**src/rtl/n101_tl_qspi_arbiter_pkg.sv**
```systemverilog
// Shared definitions for the 2:1 TileLink arbiter in front of the QSPI width adapter:
// TL opcodes, field widths, FSM encoding and the outstanding-counter update helper.
package n101_tl_qspi_arbiter_pkg;

    // TL-UL opcodes
    localparam logic [2:0] TlGet              = 3'd4;
    localparam logic [2:0] TlPutFull          = 3'd0;
    localparam logic [2:0] TlPutPartial       = 3'd1;
    localparam logic [2:0] TlAccessAck        = 3'd0;
    localparam logic [2:0] TlAccessAckData    = 3'd1;

    // Field widths
    localparam int unsigned AddrWidth = 30;
    localparam int unsigned DataWidth = 32;
    localparam int unsigned MaskWidth = 4;
    localparam int unsigned SrcWidth  = 2;

    typedef enum logic [0:0] {
        StIdle = 1'b0,
        StHold = 1'b1
    } arb_state_e;

    // Saturating up/down count; simultaneous inc and dec cancel out.
    function automatic logic [1:0] cnt_next(input logic [1:0] cnt, input logic inc,
                                            input logic dec, input logic [1:0] max_cnt);
        cnt_next = cnt;
        if (inc && !dec && (cnt < max_cnt)) begin
            cnt_next = cnt + 2'd1;
        end else if (dec && !inc && (cnt != 2'd0)) begin
            cnt_next = cnt - 2'd1;
        end
    endfunction

endpackage

```
**src/rtl/n101_tl_qspi_arbiter_rr_pick2.sv**
```systemverilog
// Two-way request picker; ptr_i selects the winner when both request.
module n101_rr_pick2 (
    input  logic [1:0] req_i,
    input  logic       ptr_i,
    output logic       gnt_o,
    output logic       any_o
);

    // Winner index: sole requester, or the pointer master on a tie
    always_comb begin
        any_o = |req_i;
        gnt_o = 1'b0;
        unique case (req_i)
            2'b11:   gnt_o = ptr_i;
            2'b10:   gnt_o = 1'b1;
            default: gnt_o = 1'b0;
        endcase
    end

endmodule

```
**src/rtl/n101_tl_qspi_arbiter.sv**
```systemverilog
// 2:1 TileLink-UL A-channel arbiter with D-channel return routing, feeding the QSPI
// width adapter. Optional build macro: N101_QSPI_ARB_RR_EN selects round-robin ties;
// without it m0 always wins ties.
module n101_tl_qspi_arbiter
    import n101_tl_qspi_arbiter_pkg::*;
#(
    parameter int unsigned MAX_OUT = 2
) (
    input  logic                 clock,
    input  logic                 reset,
    // master 0 A
    input  logic                 m0_a_valid,
    output logic                 m0_a_ready,
    input  logic [2:0]           m0_a_bits_opcode,
    input  logic [2:0]           m0_a_bits_param,
    input  logic [2:0]           m0_a_bits_size,
    input  logic [SrcWidth-1:0]  m0_a_bits_source,
    input  logic [AddrWidth-1:0] m0_a_bits_address,
    input  logic [MaskWidth-1:0] m0_a_bits_mask,
    input  logic [DataWidth-1:0] m0_a_bits_data,
    // master 0 D
    output logic                 m0_d_valid,
    input  logic                 m0_d_ready,
    output logic [2:0]           m0_d_bits_opcode,
    output logic [1:0]           m0_d_bits_param,
    output logic [2:0]           m0_d_bits_size,
    output logic [SrcWidth-1:0]  m0_d_bits_source,
    output logic [DataWidth-1:0] m0_d_bits_data,
    output logic                 m0_d_bits_error,
    // master 1 A
    input  logic                 m1_a_valid,
    output logic                 m1_a_ready,
    input  logic [2:0]           m1_a_bits_opcode,
    input  logic [2:0]           m1_a_bits_param,
    input  logic [2:0]           m1_a_bits_size,
    input  logic [SrcWidth-1:0]  m1_a_bits_source,
    input  logic [AddrWidth-1:0] m1_a_bits_address,
    input  logic [MaskWidth-1:0] m1_a_bits_mask,
    input  logic [DataWidth-1:0] m1_a_bits_data,
    // master 1 D
    output logic                 m1_d_valid,
    input  logic                 m1_d_ready,
    output logic [2:0]           m1_d_bits_opcode,
    output logic [1:0]           m1_d_bits_param,
    output logic [2:0]           m1_d_bits_size,
    output logic [SrcWidth-1:0]  m1_d_bits_source,
    output logic [DataWidth-1:0] m1_d_bits_data,
    output logic                 m1_d_bits_error,
    // downstream A
    output logic                 out_a_valid,
    input  logic                 out_a_ready,
    output logic [2:0]           out_a_bits_opcode,
    output logic [2:0]           out_a_bits_param,
    output logic [2:0]           out_a_bits_size,
    output logic [SrcWidth:0]    out_a_bits_source,
    output logic [AddrWidth-1:0] out_a_bits_address,
    output logic [MaskWidth-1:0] out_a_bits_mask,
    output logic [DataWidth-1:0] out_a_bits_data,
    // downstream D
    input  logic                 out_d_valid,
    output logic                 out_d_ready,
    input  logic [2:0]           out_d_bits_opcode,
    input  logic [1:0]           out_d_bits_param,
    input  logic [2:0]           out_d_bits_size,
    input  logic [SrcWidth:0]    out_d_bits_source,
    input  logic [DataWidth-1:0] out_d_bits_data,
    input  logic                 out_d_bits_error
);

    localparam logic [1:0] MaxOut = 2'(MAX_OUT);

    arb_state_e state_q, state_d;
    logic       grant_q, grant_d;
    logic [1:0] cnt0_q, cnt0_d, cnt1_q, cnt1_d;
    logic       elig0, elig1;
    logic       pick, pick_any, ptr, grant;
    logic       a_fire, a_fire0, a_fire1, d_fire0, d_fire1;

    assign elig0 = m0_a_valid && (cnt0_q < MaxOut);
    assign elig1 = m1_a_valid && (cnt1_q < MaxOut);

    n101_rr_pick2 u_pick (
        .req_i ({elig1, elig0}),
        .ptr_i (ptr),
        .gnt_o (pick),
        .any_o (pick_any)
    );

`ifdef N101_QSPI_ARB_RR_EN
    logic ptr_q, ptr_d;

    // Round-robin pointer register
    always_ff @(posedge clock or posedge reset) begin
        if (reset) ptr_q <= 1'b0;
        else       ptr_q <= ptr_d;
    end

    // After each downstream fire, prefer the master that did not just win
    always_comb begin
        ptr_d = ptr_q;
        if (a_fire) ptr_d = ~grant;
    end

    assign ptr = ptr_q;
`else
    assign ptr = 1'b0;
`endif

    // FSM state, latched grant and outstanding counters
    always_ff @(posedge clock or posedge reset) begin
        if (reset) begin
            state_q <= StIdle;
            grant_q <= 1'b0;
            cnt0_q  <= 2'd0;
            cnt1_q  <= 2'd0;
        end else begin
            state_q <= state_d;
            grant_q <= grant_d;
            cnt0_q  <= cnt0_d;
            cnt1_q  <= cnt1_d;
        end
    end

    // Next state: a stalled grant is frozen until the downstream accepts it
    always_comb begin
        state_d = state_q;
        grant_d = grant_q;
        unique case (state_q)
            StIdle: begin
                if (out_a_valid && !out_a_ready) begin
                    state_d = StHold;
                    grant_d = grant;
                end
            end
            StHold: begin
                if (out_a_valid && out_a_ready) state_d = StIdle;
            end
            default: state_d = StIdle;
        endcase
    end

    // Outputs: combinational grant in IDLE, latched grant in HOLD
    always_comb begin
        grant       = pick;
        out_a_valid = pick_any;
        if (state_q == StHold) begin
            grant       = grant_q;
            out_a_valid = 1'b1;
        end
        m0_a_ready         = out_a_ready && !grant && elig0;
        m1_a_ready         = out_a_ready &&  grant && elig1;
        out_a_bits_opcode  = grant ? m1_a_bits_opcode  : m0_a_bits_opcode;
        out_a_bits_param   = grant ? m1_a_bits_param   : m0_a_bits_param;
        out_a_bits_size    = grant ? m1_a_bits_size    : m0_a_bits_size;
        out_a_bits_source  = {grant, (grant ? m1_a_bits_source : m0_a_bits_source)};
        out_a_bits_address = grant ? m1_a_bits_address : m0_a_bits_address;
        out_a_bits_mask    = grant ? m1_a_bits_mask    : m0_a_bits_mask;
        out_a_bits_data    = grant ? m1_a_bits_data    : m0_a_bits_data;
    end

    assign a_fire  = out_a_valid && out_a_ready;
    assign a_fire0 = m0_a_valid && m0_a_ready;
    assign a_fire1 = m1_a_valid && m1_a_ready;
    assign d_fire0 = m0_d_valid && m0_d_ready;
    assign d_fire1 = m1_d_valid && m1_d_ready;

    // Outstanding counters per master
    always_comb begin
        cnt0_d = cnt_next(cnt0_q, a_fire0, d_fire0, MaxOut);
        cnt1_d = cnt_next(cnt1_q, a_fire1, d_fire1, MaxOut);
    end

    // D path: steer by source MSB, independent of A-channel state
    assign m0_d_valid       = out_d_valid && !out_d_bits_source[SrcWidth];
    assign m1_d_valid       = out_d_valid &&  out_d_bits_source[SrcWidth];
    assign out_d_ready      = out_d_bits_source[SrcWidth] ? m1_d_ready : m0_d_ready;
    assign m0_d_bits_opcode = out_d_bits_opcode;
    assign m0_d_bits_param  = out_d_bits_param;
    assign m0_d_bits_size   = out_d_bits_size;
    assign m0_d_bits_source = out_d_bits_source[SrcWidth-1:0];
    assign m0_d_bits_data   = out_d_bits_data;
    assign m0_d_bits_error  = out_d_bits_error;
    assign m1_d_bits_opcode = out_d_bits_opcode;
    assign m1_d_bits_param  = out_d_bits_param;
    assign m1_d_bits_size   = out_d_bits_size;
    assign m1_d_bits_source = out_d_bits_source[SrcWidth-1:0];
    assign m1_d_bits_data   = out_d_bits_data;
    assign m1_d_bits_error  = out_d_bits_error;

endmodule

```
**config.mk**
```make
export PLATFORM = sky130hd
export DESIGN_NAME = n101_tl_qspi_arbiter
export DESIGN_NICKNAME = d
export VERILOG_FILES = /design/src/rtl/n101_tl_qspi_arbiter_pkg.sv /design/src/rtl/n101_tl_qspi_arbiter_rr_pick2.sv /design/src/rtl/n101_tl_qspi_arbiter.sv
export SDC_FILE = /design/constraint.sdc
export NUM_CORES = 1
export LEC_CHECK = 0
export ABC_CLOCK_PERIOD_IN_PS = 1600
export BUFFER_PORTS_ARGS = -buffer_cell sky130_fd_sc_hd__buf_2
export CAP_MARGIN = 30
export CORE_AREA = 3 3 146 148
export CTS_CLUSTER_SIZE = 14
export DETAILED_ROUTE_END_ITERATION = 8
export DIE_AREA = 0 0 149 151
export MAX_ROUTING_LAYER = met4
export PLACE_DENSITY = 0.42
export SKIP_LAST_GASP = 1
export SLEW_MARGIN = 10
export SYNTH_ARGS = -nofsm -noshare
export SYNTH_HDL_FRONTEND = slang
export SYNTH_HIERARCHICAL = 1
export SYNTH_SLANG_ARGS = --single-unit
```
**constraint.sdc**
```tcl
create_clock -name clock -period 1.6 [get_ports clock]
set_clock_uncertainty 0.05 [all_clocks]
set_input_delay 0 -clock clock [delete_from_list [all_inputs] [get_ports clock]]
set_output_delay 0 -clock clock [all_outputs]
set_load 0.005 [all_outputs]
```
==> summary.txt, run 1 <==
Finish
  • Area Growth Syn to Fin: 124.2%
  • Finished Cell Area: 4410 um^2
  • Diodes inserted: 0
  • Final layout net count: 818
  • Non-filler instance count after layout: 880
  • Core Util, Final: 21.87%
  • Fill cell count: 2240
  • Layout cell share with drive strength beyond 1: 59.84%

Power and ir drop
  • Leakage power: 2.511 nW
  • Pwr Density: 1344 nW/um^2
  • Maximum VDD drop: 0.4467 mV

STA
  • Min cycle time layout: 1.784 ns
  • RSZ-0062 raised after global routing: yes
  • PnR worst setup slack: -0.1844 ns
  • Slew Limit Fails: 0
  • Worst hold margin: 0.09832 ns
  • Final Hold Vio Count: 0
  • Setup TNS: -12.68 ns
  • Final setup vio count: 83
  • Max Fclk: 560.4 MHz
  • Final period util: 111.5%

Worst setup path
  • Largest stage delay, worst path: 0.38 ns
  • Reg2Reg Launch Point: cnt0_q[1]
  • Critical setup path kind: flop to output pin
  • R2R setup slack: -0.15 ns
  • Cells along the critical path: nor2b_2 -> a21boi_4 -> mux2i_4 -> buf_6 -> buf_12 -> buf_12 -> and3_4 -> buf_6
  • Worst Path Required: 1.55 ns
  • CP Max Fanout: 8
  • Reg2Reg Depth: 8
  • Crit path launch type: flop
  • Worst r2r dst: cnt0_q[0]
  • Crit path DAT: 1.73 ns
  • Crit-path slowest cell: dfrtp_1
  • Crit. End Element: output pin

Detailed routing
  • TritonRoute pass-1 iters: 4
  • Drt drc: 0
  • Final WL: 12.83 mm
  • Routed WL per cell: 14.58 um
  • Via Count: 3094
  • Vias per inst: 3.516
  • Final ANT Viol Nets: 0
  • Initial DRC count: 64

CTS
  • CTS tree: yes
  • CTS sink cnt: 6
  • H-tree levels: 1
  • Inserted Clock Buffers: 3
  • Skew-Pair Late Insertion Delay: 0.23 ns
  • Clock Tree Root: clkbuf_16
  • CTS clk-pin slew, worst paths: 0.03 ns
  • Clock buffer depth: 2

GRT
  • Largest net degree at the start of global routing: 37
  • Vias in the first global route: 2653
  • Total grt overflow: 0
  • First-pass GRT wire length: 13.80 mm
  • Tot GR Track Use: 8.117%
  • Initial antenna violation count: 0

Yosys
  • Yosys reg bits: 6
  • Syn Std Cell Area: 1967 um^2
  • Seq/Total Area, Yosys: 7.634%
  • Mapped Cells: 379
  • Unique masters post-synth: 22
  • Syn Nets: 585
  • Yosys warning count: 6
  • Syn Area/Cell: 5.190 um^2

Worst hold path
  • Hold endpoint: cnt1_q[0]
  • Hold path depth: 4
  • HP Start: m1_a_valid
  • Worst hold path type: input pin to flop

Floorplanning
  • IO Pins: 376
  • # rows: 52
  • Die H: 151 um
  • Core footprint: 20170 um^2
  • Die Width: 149 um
  • Die area: 22500 um^2
  • Initial Util: 9.752%

Placement
  • DP Area: 2977 um^2
  • GP Congestion: 0.6959
  • IO Port Bufs: 246
  • Placed cells: 805
  • Post-DP HPWL: 7.423 mm

Flow run
  • Max-cap check violation count: 0

Status
  • Status: finished with violations
  • Failing checks: negative setup slack
layer usage:
metal	vias up	part of all wire, %	wire, um	track usage, %
li1	1520	-	-	-
met1	1335	35	4505	8.522
met2	226	56	7144	16.20
met3	13	8.0	1020	0.8977
met4	0	1.2	159	1.785
met5	-	0	0	-
cells by family (layout without fill, tap and decap cells):
logic type / count (synthesis) / after routing / synth area share [%]
muxes: 3 / 3 / 1.845
xor gates and xnor gates: 2 / 2 / 0.8907
AOI/OAI and AO/OA: 5 / 5 / 1.400
DFF: 6 / 6 / 7.633
buffers and inverters: 106 / 337 / 37.15
and+or+nand+nor: 256 / 256 / 50.89
other: 1 / 1 / 0.1907
Yosys cell counts (all sizes together):
master	count	area share [%]
nand2	236	45
buf	92	34
clkbuf	11	2.1
nand3	7	1.8
dfrtp	6	7.6
nor2b	4	1.3
o21ai	4	1.0
inv	3	0.57
and3	2	0.64
mux2	2	1.1
or2	2	0.64
or3	2	0.64
xnor2	2	0.89
a21boi	1	0.38
and2	1	0.32
conb	1	0.19
mux2i	1	0.70
nand3b	1	0.38
nor2	1	0.19
through the flow:
stage	setup slack, ns	total power, mW
final	-0.1844	5.929
after global routing	-0.2548	6.411
after CTS	-0.1982	4.492
after detailed placement	-0.02516	3.215
after global placement	-0.005588	3.243
after floorplan	0.006824	1.884
critical path, delay by kind of cell (launching register included):
kind	cells	cell delay, ns
buf+inv	4	0.53
flops	1	0.38
simple gates	2	0.29
compound gates	1	0.21
mux	1	0.10
power by group:
group / total (mW) / switching (mW) / internal (mW)
registers: 0.281 / 0.0654 / 0.216
clock network: 0.403 / 0.0827 / 0.321
logic: 5.24 / 2.47 / 2.77
timing repair:
| action | in CTS | in global routing |
|---|---|---|
| gates resized for setup | 12 | 111 |
| pin swaps | 0 | 26 |
| setup endpoints to repair | 82 | 85 |
| setup buffers | 5 | 2 |
| hold buffers | 45 | 0 |
| endpoints found under the hold margin | 93 | 0 |
| cloned | 5 | 16 |
final cells by class:
cell class	instances	area (um^2)	area share [%]
sequential	6	150.1	3.404
clock buffer	3	75.07	1.702
inverter	3	16.27	0.3688
tap	270	337.8	7.660
multi-input combinational	267	1375	31.18
timing repair buffer	331	2456	55.69
placed cells by master (no fill, tap or decap), types with 2 or more instances in the layout:
cell	n
buf_6	23
buf_4	9
buf_12	7
xnor2_1	2
clkbuf_16	12
nor2b_1	2
or3_1	2
nand2_4	16
buf_16	5
inv_1	2
nand3_1	6
o21ai_0	2
dlygate4sd3_1	45
dfrtp_1	6
nand2_1	171
nand2_2	49
mux2_2	2
buf_2	232
how the worst max path moves through the flow:
stage | start | end | slack [ns] | cells after the start
CTS | cnt0_q[1] | out_a_bits_address[29] | -0.20 | 8
detailed placement | cnt0_q[1] | cnt0_q[0] | -0.03 | 7
global placement | cnt1_q[1] | cnt1_q[0] | -0.006 | 7
floorplan | cnt0_q[1] | cnt0_q[0] | 0.007 | 6
global route | cnt0_q[1] | out_a_bits_data[6] | -0.25 | 9
finish | cnt1_q[1] | m0_a_ready | -0.18 | 8
Power figures use the tool's default switching activity.
==> run 2, diff against run 1 <==
--- a/config.mk
+++ b/config.mk
@@ -5,13 +5,13 @@
 export SDC_FILE = /design/constraint.sdc
 export NUM_CORES = 1
 export LEC_CHECK = 0
+export ABC_AREA = 1
 export ABC_CLOCK_PERIOD_IN_PS = 1600
 export BUFFER_PORTS_ARGS = -buffer_cell sky130_fd_sc_hd__buf_2
 export CAP_MARGIN = 30
-export CORE_AREA = 3 3 146 148
-export CTS_CLUSTER_SIZE = 14
+export CORE_AREA = 2 2 146 148
 export DETAILED_ROUTE_END_ITERATION = 8
-export DIE_AREA = 0 0 149 151
+export DIE_AREA = 0 0 148 150
 export MAX_ROUTING_LAYER = met4
 export PLACE_DENSITY = 0.42
 export SKIP_LAST_GASP = 1
==> summary.txt, run 2 <==
Status
  • Status: finished with violations
  • Failing checks: negative setup slack

STA
  • PnR worst setup slack: -0.1192 ns (+0.06526 ns)
  • Slew Limit Fails: 0 (unchanged)
  • Max Fclk: 581.7 MHz (+3.8%)
  • Min cycle time layout: 1.719 ns (-0.06526 ns)
  • Final setup vio count: 78 (-6.0%)
  • Final Hold Vio Count: 0 (unchanged)
  • RSZ-0062 raised after global routing: yes
  • Final period util: 107.4% (-4.1 points)

Worst setup path
  • Cells along the critical path: inv_2 -> nand2_2 -> inv_2 -> inv_2 -> nand2_2 -> nand2_2 -> inv_2 -> nand2_4 -> nand2_8 -> buf_12 -> clkbuf_16 -> nand2_4 -> nand2_2 -> buf_2
  • R2R setup slack: 0.01 ns (+0.16 ns)
  • Crit-path slowest cell: dfrtp_1
  • Crit. End Element: output pin
  • Largest stage delay, worst path: 0.36 ns (-0.02 ns)
  • Worst Path Buf+Inv: 7 (+3)
  • Critical setup path kind: flop to output pin
  • CP top delay family: buffers and inverters
  • Crit path DAT: 1.67 ns (-0.06 ns)
  • Worst Path Required: 1.55 ns (about the same)
  • Crit path launch type: flop
  • CP Max Fanout: 8 (unchanged)

Floorplanning
  • Die H: 150 um (-0.66%)
  • Die area: 22200 um^2 (-1.3%)
  • Core footprint: 20690 um^2 (+2.6%)
  • # rows: 53 (+1.9%)
  • Die Width: 148 um (-0.67%)
  • IO Pins: 376 (unchanged)
  • Initial Util: 10.14% (+0.39 points)

Yosys
  • Syn Std Cell Area: 2098 um^2 (+6.7%)
  • Ys flop type: dfrtp_1
  • Top post-synthesis cells by area: nand2_1 46%, buf_4 31%, dfrtp_1 7.2%
  • Unique masters post-synth: 17 (-23%)
  • Yosys warning count: 6 (unchanged)
  • Async S/R FF share, synth: 100.0% (unchanged)
  • Seq/Total Area, Yosys: 7.156% (-0.48 points)
  • Syn Nets: 616 (+5.3%)
  • Syn Area/Cell: 5.118 um^2 (-1.4%)
  • Synth top cells by count: 258 x nand2_1, 87 x buf_4, 20 x inv_1
  • Most common cell in the netlist: nand2_1
  • Mapped Cells: 410 (+8.2%)
  • Yosys reg bits: 6 (unchanged)
  • Cell taking the most area after synthesis: nand2_1
  • Area share of the largest cell type after synthesis: 46.15% (+1.1 points)
  • Post-synth EDFFs: 0 (unchanged)

CTS
  • Clock buffer depth: 2 (unchanged)
  • Inserted Clock Buffers: 3 (unchanged)
  • Clock Tree Root: clkbuf_16
  • H-tree levels: 1 (unchanged)
  • CTS sink cnt: 6 (unchanged)
  • CTS clk-pin slew, worst paths: 0.03 ns (about the same)
  • CTS tree: yes
  • Skew-Pair Late Insertion Delay: 0.23 ns (about the same)

GRT
  • Tot GR Track Use: 7.194% (-0.92 points)
  • Routing usage on met3: 1.280% (+0.38 points)
  • Met1 Resource Use GR: 8.253% (-0.27 points)
  • Largest net degree at the start of global routing: 43 (+16%)
  • Vias in the first global route: 2562 (-3.4%)
  • Met2 global-route usage: 13.73% (-2.5 points)
  • Total grt overflow: 0 (unchanged)
  • First-pass GRT wire length: 12.39 mm (-10%)
  • GR peak layer: met2
  • Initial antenna violation count: 0 (unchanged)

Finish
  • Reg area: 150.1 um^2 (unchanged)
  • Final layout net count: 834 (+2.0%)
  • Most frequent cells in the layout: 240 x buf_2, 225 x nand2_1, 45 x dlygate4sd3_1
  • Layout cell share with drive strength beyond 1: 51.28% (-8.6 points)
  • Fill cell count: 2348 (+4.8%)
  • Area Growth Syn to Fin: 96.60%
  • Finished Cell Area: 4125 um^2 (-6.5%)
  • Commonest non-fill, non-tap cell in the layout: buf_2
  • Diodes inserted: 0 (unchanged)
  • Multi-input logic area: 1264 um^2 (-8.1%)

Detailed routing
  • Final ANT Viol Nets: 0 (unchanged)
  • Final WL: 10.54 mm (-18%)
  • TritonRoute pass-1 iters: 4 (unchanged)
  • Drt drc: 0 (unchanged)
  • Via Count: 3093 (-0.032%)
  • Vias per inst: 3.433 (-2.4%)
  • Initial DRC count: 133 (+110%)
  • Routed WL per cell: 11.69 um (-20%)

Placement
  • Post-DP HPWL: 6.702 mm (-9.7%)
  • IO Port Bufs: 246 (unchanged)
  • DP Area: 2983 um^2 (+0.21%)
  • GP Congestion: 0.6466 (-7.1%)

Power and ir drop
  • Maximum VDD drop: 0.4516 mV (+1.1%)
  • Design Power: 5.046 mW (-15%)
  • Leakage power: 2.525 nW (+0.54%)
  • Pwr Density: 1223 nW/um^2 (-9.0%)

Flow run
  • Max-cap check violation count: 0 (unchanged)

Worst hold path
  • Worst hold path type: input pin to asynchronous set/reset pin
## run 2: cell types whose count changed in the layout (fill, tap and decap cells not counted), sizes merged, moves of 2 or more
cell	delta
xnor2	-2
a21oi	+3
nand2	+26
inv	+19
nor2	+2
nor2b	-4
or3	-2
o21ai	-3
and3	-2
buf	-14
## run 2: cell type report
| type | instances | area share (%) |
|---|---|---|
| clock buffers | 3 | 1.820 |
| inverters | 21 | 1.911 |
| multi-input cells | 280 | 30.63 |
| flip-flops and latches | 6 | 3.640 |
| well taps | 275 | 8.341 |
| repair buffers | 316 | 53.65 |
## run 2: metrics by stage
step	hold slack, ns	utilization [%]	setup slack [ns]	TNS (ns)	std cells
2_1_floorplan	-0.2590	-	0.2745	0	410
3_3_place_gp	-0.1037	14.42	0.09748	0	832
3_5_place_dp	-0.1129	14.42	0.08285	0	832
4_1_cts	0.2025	17.98	-0.1294	-7.342	892
5_1_grt	0.2105	19.94	-0.2255	-15.44	901
6_report	0.1944	19.94	-0.1192	-5.742	901
## run 2: logic make-up after synthesis
group                  count (synthesis)  share of synthesized area, %
other                                  1                        0.1787
multiplexers                           1                        0.5366
AND/OR/NAND/NOR                      274                         50.69
flip-flops                             6                         7.155
AO/OA/AOI/OAI                          4                        0.9536
buffers and inverters                124                         40.49
## run 2: repair_timing
item	in CTS	in global routing
hold endpoints to repair	93	0
hold buffers	45	0
cloned	4	8
resized for setup	12	57
pin swaps	3	12
endpoints found under the setup margin	77	83
buffers inserted	8	1
## run 2: worst paths after layout
| kind | end | from | cells past startpoint |
|---|---|---|---|
| setup / recovery | out_a_bits_data[30] | cnt0_q[1] | 14 |
| hold / removal | asynchronous set/reset pin | reset | 3 |
| setup reg to reg | cnt1_q[0] | cnt0_q[1] | 14 |
| hold reg to reg | cnt0_q[0] | cnt0_q[0] | 2 |
| max in group asynchronous | cnt0_q[1] | reset | 3 |
| min in group clock | out_a_bits_address[23] | m0_a_bits_address[23] | 4 |
## run 2: metal layers
metal	routed length, um	part of all wire, %
met4	46	0.44
met5	0	0
met2	5552	53
met3	920	8.7
met1	4018	38
## run 2: power breakdown
group / switching (mW) / internal (mW) / total, mW
Combinational: 2.16 / 2.23 / 4.39
Clock: 0.0797 / 0.320 / 0.400
Sequential: 0.0346 / 0.217 / 0.252
Total: 2.28 / 2.77 / 5.05
## run 2: worst min-delay path, cell delays in order
cell	delay [ns]
dlygate4sd3_1	0.53
buf_2	0.12
inv_1	0.20
